## src/rtl/instruction_fetch.sv

```systemverilog
// ---------------------------------------------------------------------------
// instruction_fetch
//
// Purpose:
//   Single-outstanding-request instruction fetch unit. It requests the word
//   at the current PC, captures it when memory answers, and holds it for the
//   decoder until the decoder consumes it. At the consume edge the next PC
//   is chosen (sequential or branch target) and the retired count advances.
//
// Ports:
//   i_clk                  clock, all state updates on the rising edge
//   i_reset                synchronous, active-high reset
//   o_imemAddress   [63:0] instruction memory byte address (current PC)
//   o_imemRequest          fetch request to instruction memory
//   i_imemReady            memory response, i_imemData valid this cycle
//   i_imemData      [31:0] instruction word from memory
//   o_instruction   [31:0] held instruction word for the decoder
//   o_instructionValid     held word is fetched and not yet consumed
//   o_pcOut         [63:0] PC of the held instruction
//   i_stall                decoder not ready, held word is not consumed
//   i_branch               conditional-branch control
//   i_unconditionalBranch  unconditional-branch control
//   i_zero                 ALU zero flag for the conditional branch
//   i_branchOffset  [63:0] signed word offset, already sign-extended
//   o_retiredCount  [31:0] count of consumed instructions (wraps)
// ---------------------------------------------------------------------------
module instruction_fetch #(
  parameter logic [63:0] RESET_PC = 64'h0
) (
  input  logic        i_clk,
  input  logic        i_reset,
  output logic [63:0] o_imemAddress,
  output logic        o_imemRequest,
  input  logic        i_imemReady,
  input  logic [31:0] i_imemData,
  output logic [31:0] o_instruction,
  output logic        o_instructionValid,
  output logic [63:0] o_pcOut,
  input  logic        i_stall,
  input  logic        i_branch,
  input  logic        i_unconditionalBranch,
  input  logic        i_zero,
  input  logic [63:0] i_branchOffset,
  output logic [31:0] o_retiredCount
);

  typedef enum logic {
    FETCH = 1'b0,
    HOLD  = 1'b1
  } state_t;

  state_t      r_state;
  state_t      w_nextState;
  logic        w_capture;
  logic        w_consume;
  logic        w_taken;
  logic [63:0] w_nextPc;

  logic [63:0] r_pc;
  logic [31:0] r_instruction;
  logic [63:0] r_pcOut;
  logic        r_instructionValid;
  logic [31:0] r_retiredCount;

  // The branch decision is only acted on at the consume edge; the offset is
  // in words, so it is scaled to bytes before being added to the held PC.
  assign w_taken  = i_unconditionalBranch | (i_branch & i_zero);
  assign w_nextPc = r_pcOut + (w_taken ? (i_branchOffset << 2) : 64'd4);

  // State register.
  always_ff @(posedge i_clk) begin
    if (i_reset) begin
      r_state <= FETCH;
    end else begin
      r_state <= w_nextState;
    end
  end

  // Next-state logic plus the capture/consume strobes for the datapath.
  // A response in HOLD is ignored because no request is outstanding.
  always_comb begin
    w_nextState = r_state;
    w_capture   = 1'b0;
    w_consume   = 1'b0;
    case (r_state)
      FETCH: begin
        if (i_imemReady) begin
          w_capture   = 1'b1;
          w_nextState = HOLD;
        end
      end
      HOLD: begin
        if (!i_stall) begin
          w_consume   = 1'b1;
          w_nextState = FETCH;
        end
      end
      default: w_nextState = FETCH;
    endcase
  end

  // Datapath registers. The PC only moves at the consume edge, so the
  // request address stays stable while memory is waited on.
  always_ff @(posedge i_clk) begin
    if (i_reset) begin
      r_pc               <= RESET_PC;
      r_instruction      <= 32'h0;
      r_pcOut            <= RESET_PC;
      r_instructionValid <= 1'b0;
      r_retiredCount     <= 32'h0;
    end else if (w_capture) begin
      r_instruction      <= i_imemData;
      r_pcOut            <= r_pc;
      r_instructionValid <= 1'b1;
    end else if (w_consume) begin
      r_pc               <= w_nextPc;
      r_instructionValid <= 1'b0;
      r_retiredCount     <= r_retiredCount + 32'd1;
    end
  end

  // The request is suppressed combinationally while reset is held so no
  // fetch is issued during a reset cycle, even mid-operation.
  assign o_imemRequest      = (r_state == FETCH) && !i_reset;
  assign o_imemAddress      = r_pc;
  assign o_instruction      = r_instruction;
  assign o_instructionValid = r_instructionValid;
  assign o_pcOut            = r_pcOut;
  assign o_retiredCount     = r_retiredCount;

endmodule

```

## config.mk

```make
export PLATFORM = sky130hd
export DESIGN_NAME = instruction_fetch
export DESIGN_NICKNAME = d
export VERILOG_FILES = /design/src/rtl/instruction_fetch.sv
export SDC_FILE = /design/constraint.sdc
export NUM_CORES = 1
export LEC_CHECK = 0
export CAP_MARGIN = 30
export CORE_MARGIN = 3
export CORE_UTILIZATION = 50
export DETAILED_ROUTE_END_ITERATION = 8
export DONT_BUFFER_PORTS = 1
export PLACE_DENSITY = 0.76
export SLEW_MARGIN = 20
export SYNTH_ARGS = -nofsm -noshare
export SYNTH_HDL_FRONTEND = slang
export SYNTH_SLANG_ARGS = --single-unit
```

## constraint.sdc

```tcl
create_clock -name i_clk -period 4.3 [get_ports i_clk]
set_input_delay 0.86 -clock i_clk [delete_from_list [all_inputs] [get_ports i_clk]]
set_output_delay 0.86 -clock i_clk [all_outputs]
set_load 0.1 [all_outputs]
```

== Word-level counts from Yosys, hierarchy flattened ==
Cells that the tools add are included.
Widths: inputs -> output; s select.
Word-level totals
  logic and storage cells: 25
  register bits: 194
Operators by class
  reduce and logical (&&, ||, !) cells: 4
  muxes and demuxes: 9
  bitwise logic cells: 4
  add/subtract/negate cells: 2
Operators with widths (count)
  $add 64x64->64: 1
  $mux 64: 1
  $add 32x1->32 const B: 1
  $mux 1: 7
  $not 1->1: 2
  $pmux 1 s2: 1
  $reduce_and 2->1: 1
  $reduce_bool 2->1: 1
  $and 1x1->1: 1
  $logic_and 1x1->1: 1
  $logic_not 1->1: 1
  $or 1x1->1: 1

== Longest topological paths before layout ==
  word-level depth: 4
  mapped depth: 16
  gate-level depth less buffers: 15

== Worst setup path after synthesis ==
OpenSTA, ideal clock, no wires.
  path type: in2reg
  start point: in i_branch
  end point: reg r_pc[62], in the netlist o_imemAddress[62]
  setup time: 0.131 ns
  slack: 0.221 ns
  data required time: 4.169 ns
  data arrival time: 3.948 ns
  cell stages on the path: 16
  path through: a21oi_1 -> clkbuf_1 -> or2_2 -> ha_1 -> inv_1 -> fa_1 -> nor2b_4 -> o2111ai_2 -> a31oi_2 -> a2111oi_2 -> o21bai_1 -> a21bo_2 -> a31oi_1 -> o31ai_1 -> xnor2_1 -> o31ai_1
Between the ends
  word-level cells in the longest chain between the ends: 4
Ends and longest elaborated chain
  start, declared: RTL line 40  | input logic i_branch,
  $and 1x1->1: RTL line 67  | assign w_taken = i_unconditionalBranch | (i_branch & i_zero);
  $or 1x1->1: RTL line 67
  $mux 64: RTL line 68  | assign w_nextPc = r_pcOut + (w_taken ? (i_branchOffset << 2) : 64'd4);
  $add 64x64->64: RTL line 68
  end signal, assigned: RTL line 116  | r_pc <= w_nextPc;
  end, declared: RTL line 59  | logic [63:0] r_pc;
No other way between the ends.
A chain may end at the register's enable or synchronous reset.

== Final worst setup path ==
Ends and elaborated chain as after synthesis.

==> Implementation_results.wiki <==
{| class="wikitable"
! Metric !! Value
|-
| Ports || 297
|-
| Initial drt markers || 1081
|-
| Avg Synthesized Cell Area || 7.71 um^2
|-
| CTS Buf Count || 17
|-
| Crit Path Class || in -> reg
|-
| Site row count || 53
|-
| RePlAce Congestion || 0.915
|-
| Syn_nets || 1563
|-
| Largest area contributor in the netlist || sky130_fd_sc_hd__dfxtp_1
|-
| Power density cells || 330 nW/um^2
|-
| Area of the multi-input gates || 6500 um^2
|-
| Net Sw Power || 1.46 mW
|-
| Max-slew violation count || 0
|-
| Routed via count || 10600
|-
| Most used flip-flop cell after synthesis || sky130_fd_sc_hd__dfxtp_1
|-
| Worst EP arrival || 4.22 ns
|-
| WL per Instance || 19.0 um
|-
| Number of nets at the end of the flow || 1682
|-
| DIE HEIGHT || 153 um
|-
| Clock Path Buffers || 2
|-
| Worst-Margin Slew || 1.05 ns
|-
| Antenna-violating nets left || 0
|-
| Setup repair after global routing missed its margin || no
|-
| Worst-case setup margin in the final layout || 0.411 ns
|-
| Mapped cell area || 10800 um^2
|-
| Number of buffers added to fix hold violations after cts || 0
|-
| Max Clk Rate || 257 MHz
|-
| Drt pass-1 iters || 6
|-
| Global-route total usage across every layer || 0.268
|-
| Crit. End Element || register
|-
| Data required time of the worst path || 4.63 ns
|-
| Core Region || 21100 um^2
|-
| Area enclosed by the die boundary || 23300 um^2
|-
| Post-place instance area || 12300 um^2
|-
| Setup repair bufs after CTS || 0
|-
| Number of remaining DRC errors || 0
|-
| Clk sink count || 194
|-
| First-pass GRT wire length || 51800 um
|-
| Pint || 3.01 mW
|-
| Vias in the first global route || 9981
|-
| Area share of the leading cell type in the synthesized netlist || 0.361
|-
| Chip Width || 153 um
|-
| Starting Density || 0.511
|-
| Period utilisation layout || 0.904
|-
| Setup Skew || 0.0207 ns
|-
| Type of element launching the critical path || primary input
|-
| Accumulated negative setup slack || 0 ns
|-
| Final Instance Area || 13500 um^2
|-
| Count of different cell masters after synthesis || 62
|-
| Post-cts sizing count || 0
|-
| Yosys warns || 0
|-
| Post-synthesis sequential element count || 194
|-
| Logic pwr share || 0.132
|-
| Switching Fraction || 0.327
|-
| Pin count of the biggest net entering global routing || 175
|-
| Placement Setup Slack || 0.00236 ns
|-
| Static Leak || 5.60 nW
|-
| Proportion of layout cells with a drive suffix above 1 || 0.138
|-
| Wire length reported by the detailed router || 34200 um
|-
| Final Non-Filler Cells || 1806
|-
| Max Fanout on Critical Path || 6
|-
| Min Clock Period, post-route || 3.89 ns
|-
| Hold Violations, Final || 0
|-
| Setup violation total in the final timing report || 0
|-
| Area added between synthesis and finish || 25.7%
|-
| Cell at the root of the clock tree || sky130_fd_sc_hd__clkbuf_16
|-
| Top area cells in the synthesized netlist || sky130_fd_sc_hd__dfxtp_1 (36%), sky130_fd_sc_hd__nand2_1 (11%), sky130_fd_sc_hd__a21oi_1 (9.6%), sky130_fd_sc_hd__ha_1 (7.2%), sky130_fd_sc_hd__xnor2_1 (4.1%)
|-
| Placed insts || 1731
|-
| Most common library cell in the layout ignoring fill and taps || sky130_fd_sc_hd__nand2_1
|-
| Result of the run || finished clean
|-
| Count of H-tree levels built during CTS || 4
|-
| Worst slew slack as a fraction of its limit || 0.302
|-
| Async set-or-reset flop fraction in the synthesized netlist || 0
|-
| Sequential area share after synthesis || 0.361
|-
| Number of synthesized flops with an enable pin || 0
|-
| Core utilization of the finished layout || 0.642
|-
| Maximum capacitance violations || 0
|-
| Grt total ovfl || 0
|-
| Max VDD drop || 0.000271 V
|-
| Clock tree from TritonCTS || yes
|-
| Initial antenna violation count || 4
|-
| Relative contribution of sequential cells to total power || 0.467
|-
| HPWL after DPL || 23300 um
|-
| Number of fill cells || 1728
|-
| Clock slew seen by the registers of the worst setup and hold paths || 0.09 ns
|-
| Top library cells by usage in the layout, fill and taps aside || sky130_fd_sc_hd__nand2_1 (319), sky130_fd_sc_hd__a21oi_1 (205), sky130_fd_sc_hd__dfxtp_1 (194)
|-
| Clock power share || 0.400
|-
| Cell count after synthesis || 1397
|-
| Port Buffers || 0
|-
| Register Area || 3880 um^2
|-
| Vias/cell || 5.88
|-
| Latest clock arrival within the worst-skew pair || 0.43 ns
|-
| Class of the tightest hold or removal check || in -> reg
|}
[state kept, by name, summed over array words and instances (netlist names)]
| name | flops |
|---|---|
| r_state | 1 |
| o_imemAddress | 64 |
| o_instructionValid | 1 |
| o_pcOut | 64 |
| o_retiredCount | 32 |
| o_instruction | 32 |
[through the flow]
step	power, mW	hold slack [ns]
6_report	4.46	0.483
5_1_grt	4.62	0.461
4_1_cts	4.46	0.474
3_5_place_dp	2.68	0.505
3_3_place_gp	2.64	0.494
2_1_floorplan	2.54	0.446
[cells in the mapped netlist (3+ instances only)]
cell / instances
sky130_fd_sc_hd__inv_1: 24
sky130_fd_sc_hd__nor2b_1: 69
sky130_fd_sc_hd__a21boi_0: 3
sky130_fd_sc_hd__a31oi_1: 11
sky130_fd_sc_hd__a21oi_1: 206
sky130_fd_sc_hd__nand2b_1: 9
sky130_fd_sc_hd__buf_2: 5
sky130_fd_sc_hd__and2_1: 3
sky130_fd_sc_hd__o211ai_1: 4
sky130_fd_sc_hd__and3_1: 11
sky130_fd_sc_hd__nor2_1: 66
sky130_fd_sc_hd__dfxtp_1: 194
sky130_fd_sc_hd__ha_1: 62
sky130_fd_sc_hd__a211oi_1: 6
sky130_fd_sc_hd__buf_1: 12
sky130_fd_sc_hd__or3_1: 8
sky130_fd_sc_hd__a211o_1: 5
sky130_fd_sc_hd__nand2_1: 319
sky130_fd_sc_hd__clkbuf_1: 67
sky130_fd_sc_hd__xnor2_1: 51
sky130_fd_sc_hd__a22o_1: 22
sky130_fd_sc_hd__o21a_1: 9
sky130_fd_sc_hd__nor4_1: 3
sky130_fd_sc_hd__nor3_1: 9
sky130_fd_sc_hd__o31ai_1: 6
sky130_fd_sc_hd__nand3_1: 22
sky130_fd_sc_hd__and4_1: 3
sky130_fd_sc_hd__o21ai_0: 41
sky130_fd_sc_hd__nand4_1: 24
sky130_fd_sc_hd__a21o_1: 41
sky130_fd_sc_hd__xor2_1: 31
sky130_fd_sc_hd__or2_2: 3
sky130_fd_sc_hd__o21bai_1: 10
[area by class of cell]
class | instances | share of cell area
tap | 275 | 0.0254
inverter | 24 | 0.00665
timing repair buffer | 186 | 0.152
multi-input combinational | 1093 | 0.480
clock inverter | 15 | 0.0176
antenna | 2 | 0.000370
clock buffer | 17 | 0.0314
sequential | 194 | 0.287
[logic make-up after synthesis]
kind of cell,count (synthesis),share of synthesized area
adders and majority gates,63,0.0739
xor gates and xnor gates,82,0.0667
and+or+nand+nor,553,0.230
buffers and inverters,110,0.0396
DFF,194,0.361
AOI/OAI and AO/OA,395,0.229
[final timing paths]
path,from,endpoint,slack [ns],depth (start not counted)
min reg2reg,o_imemAddress[45],o_imemAddress[45],0.51,2
max,i_branch,o_imemAddress[62],0.41,15
max reg2reg,o_pcOut[12],o_imemAddress[62],0.88,11
min,i_reset,o_retiredCount[15],0.48,1
[power by group through the flow]
stage	Clock, mW	Combinational (mW)	Sequential, mW
3_5_place_dp	0	0.526	2.15
5_1_grt	1.89	0.636	2.09
3_3_place_gp	0	0.456	2.18
4_1_cts	1.82	0.530	2.11
6_report	1.79	0.591	2.09
2_1_floorplan	0	0.318	2.22
[critical path: stages]
cell	delay, ns
sky130_fd_sc_hd__a21oi_4	0.25
sky130_fd_sc_hd__or2_2	0.16
sky130_fd_sc_hd__ha_1	0.20
sky130_fd_sc_hd__inv_1	0.07
sky130_fd_sc_hd__fa_1	0.43
sky130_fd_sc_hd__nor2b_4	0.16
sky130_fd_sc_hd__o2111ai_2	0.13
sky130_fd_sc_hd__a31oi_2	0.28
sky130_fd_sc_hd__a2111oi_2	0.15
sky130_fd_sc_hd__o21bai_1	0.44
sky130_fd_sc_hd__a21bo_2	0.29
sky130_fd_sc_hd__a31oi_1	0.18
sky130_fd_sc_hd__o31ai_1	0.33
sky130_fd_sc_hd__xnor2_1	0.10
sky130_fd_sc_hd__o31ai_1	0.18
[per-layer routing]
| layer | vias to the layer above | part of all wire | global-route usage |
|---|---|---|---|
| li1 | 5053 | - | - |
| met1 | 4959 | 0.40 | 0.323 |
| met2 | 533 | 0.49 | 0.466 |
| met3 | 77 | 0.090 | 0.0889 |
| met4 | 4 | 0.019 | 0.0641 |
| met5 | - | 0.00061 | 0 |
(Power assumes the default switching activity.)
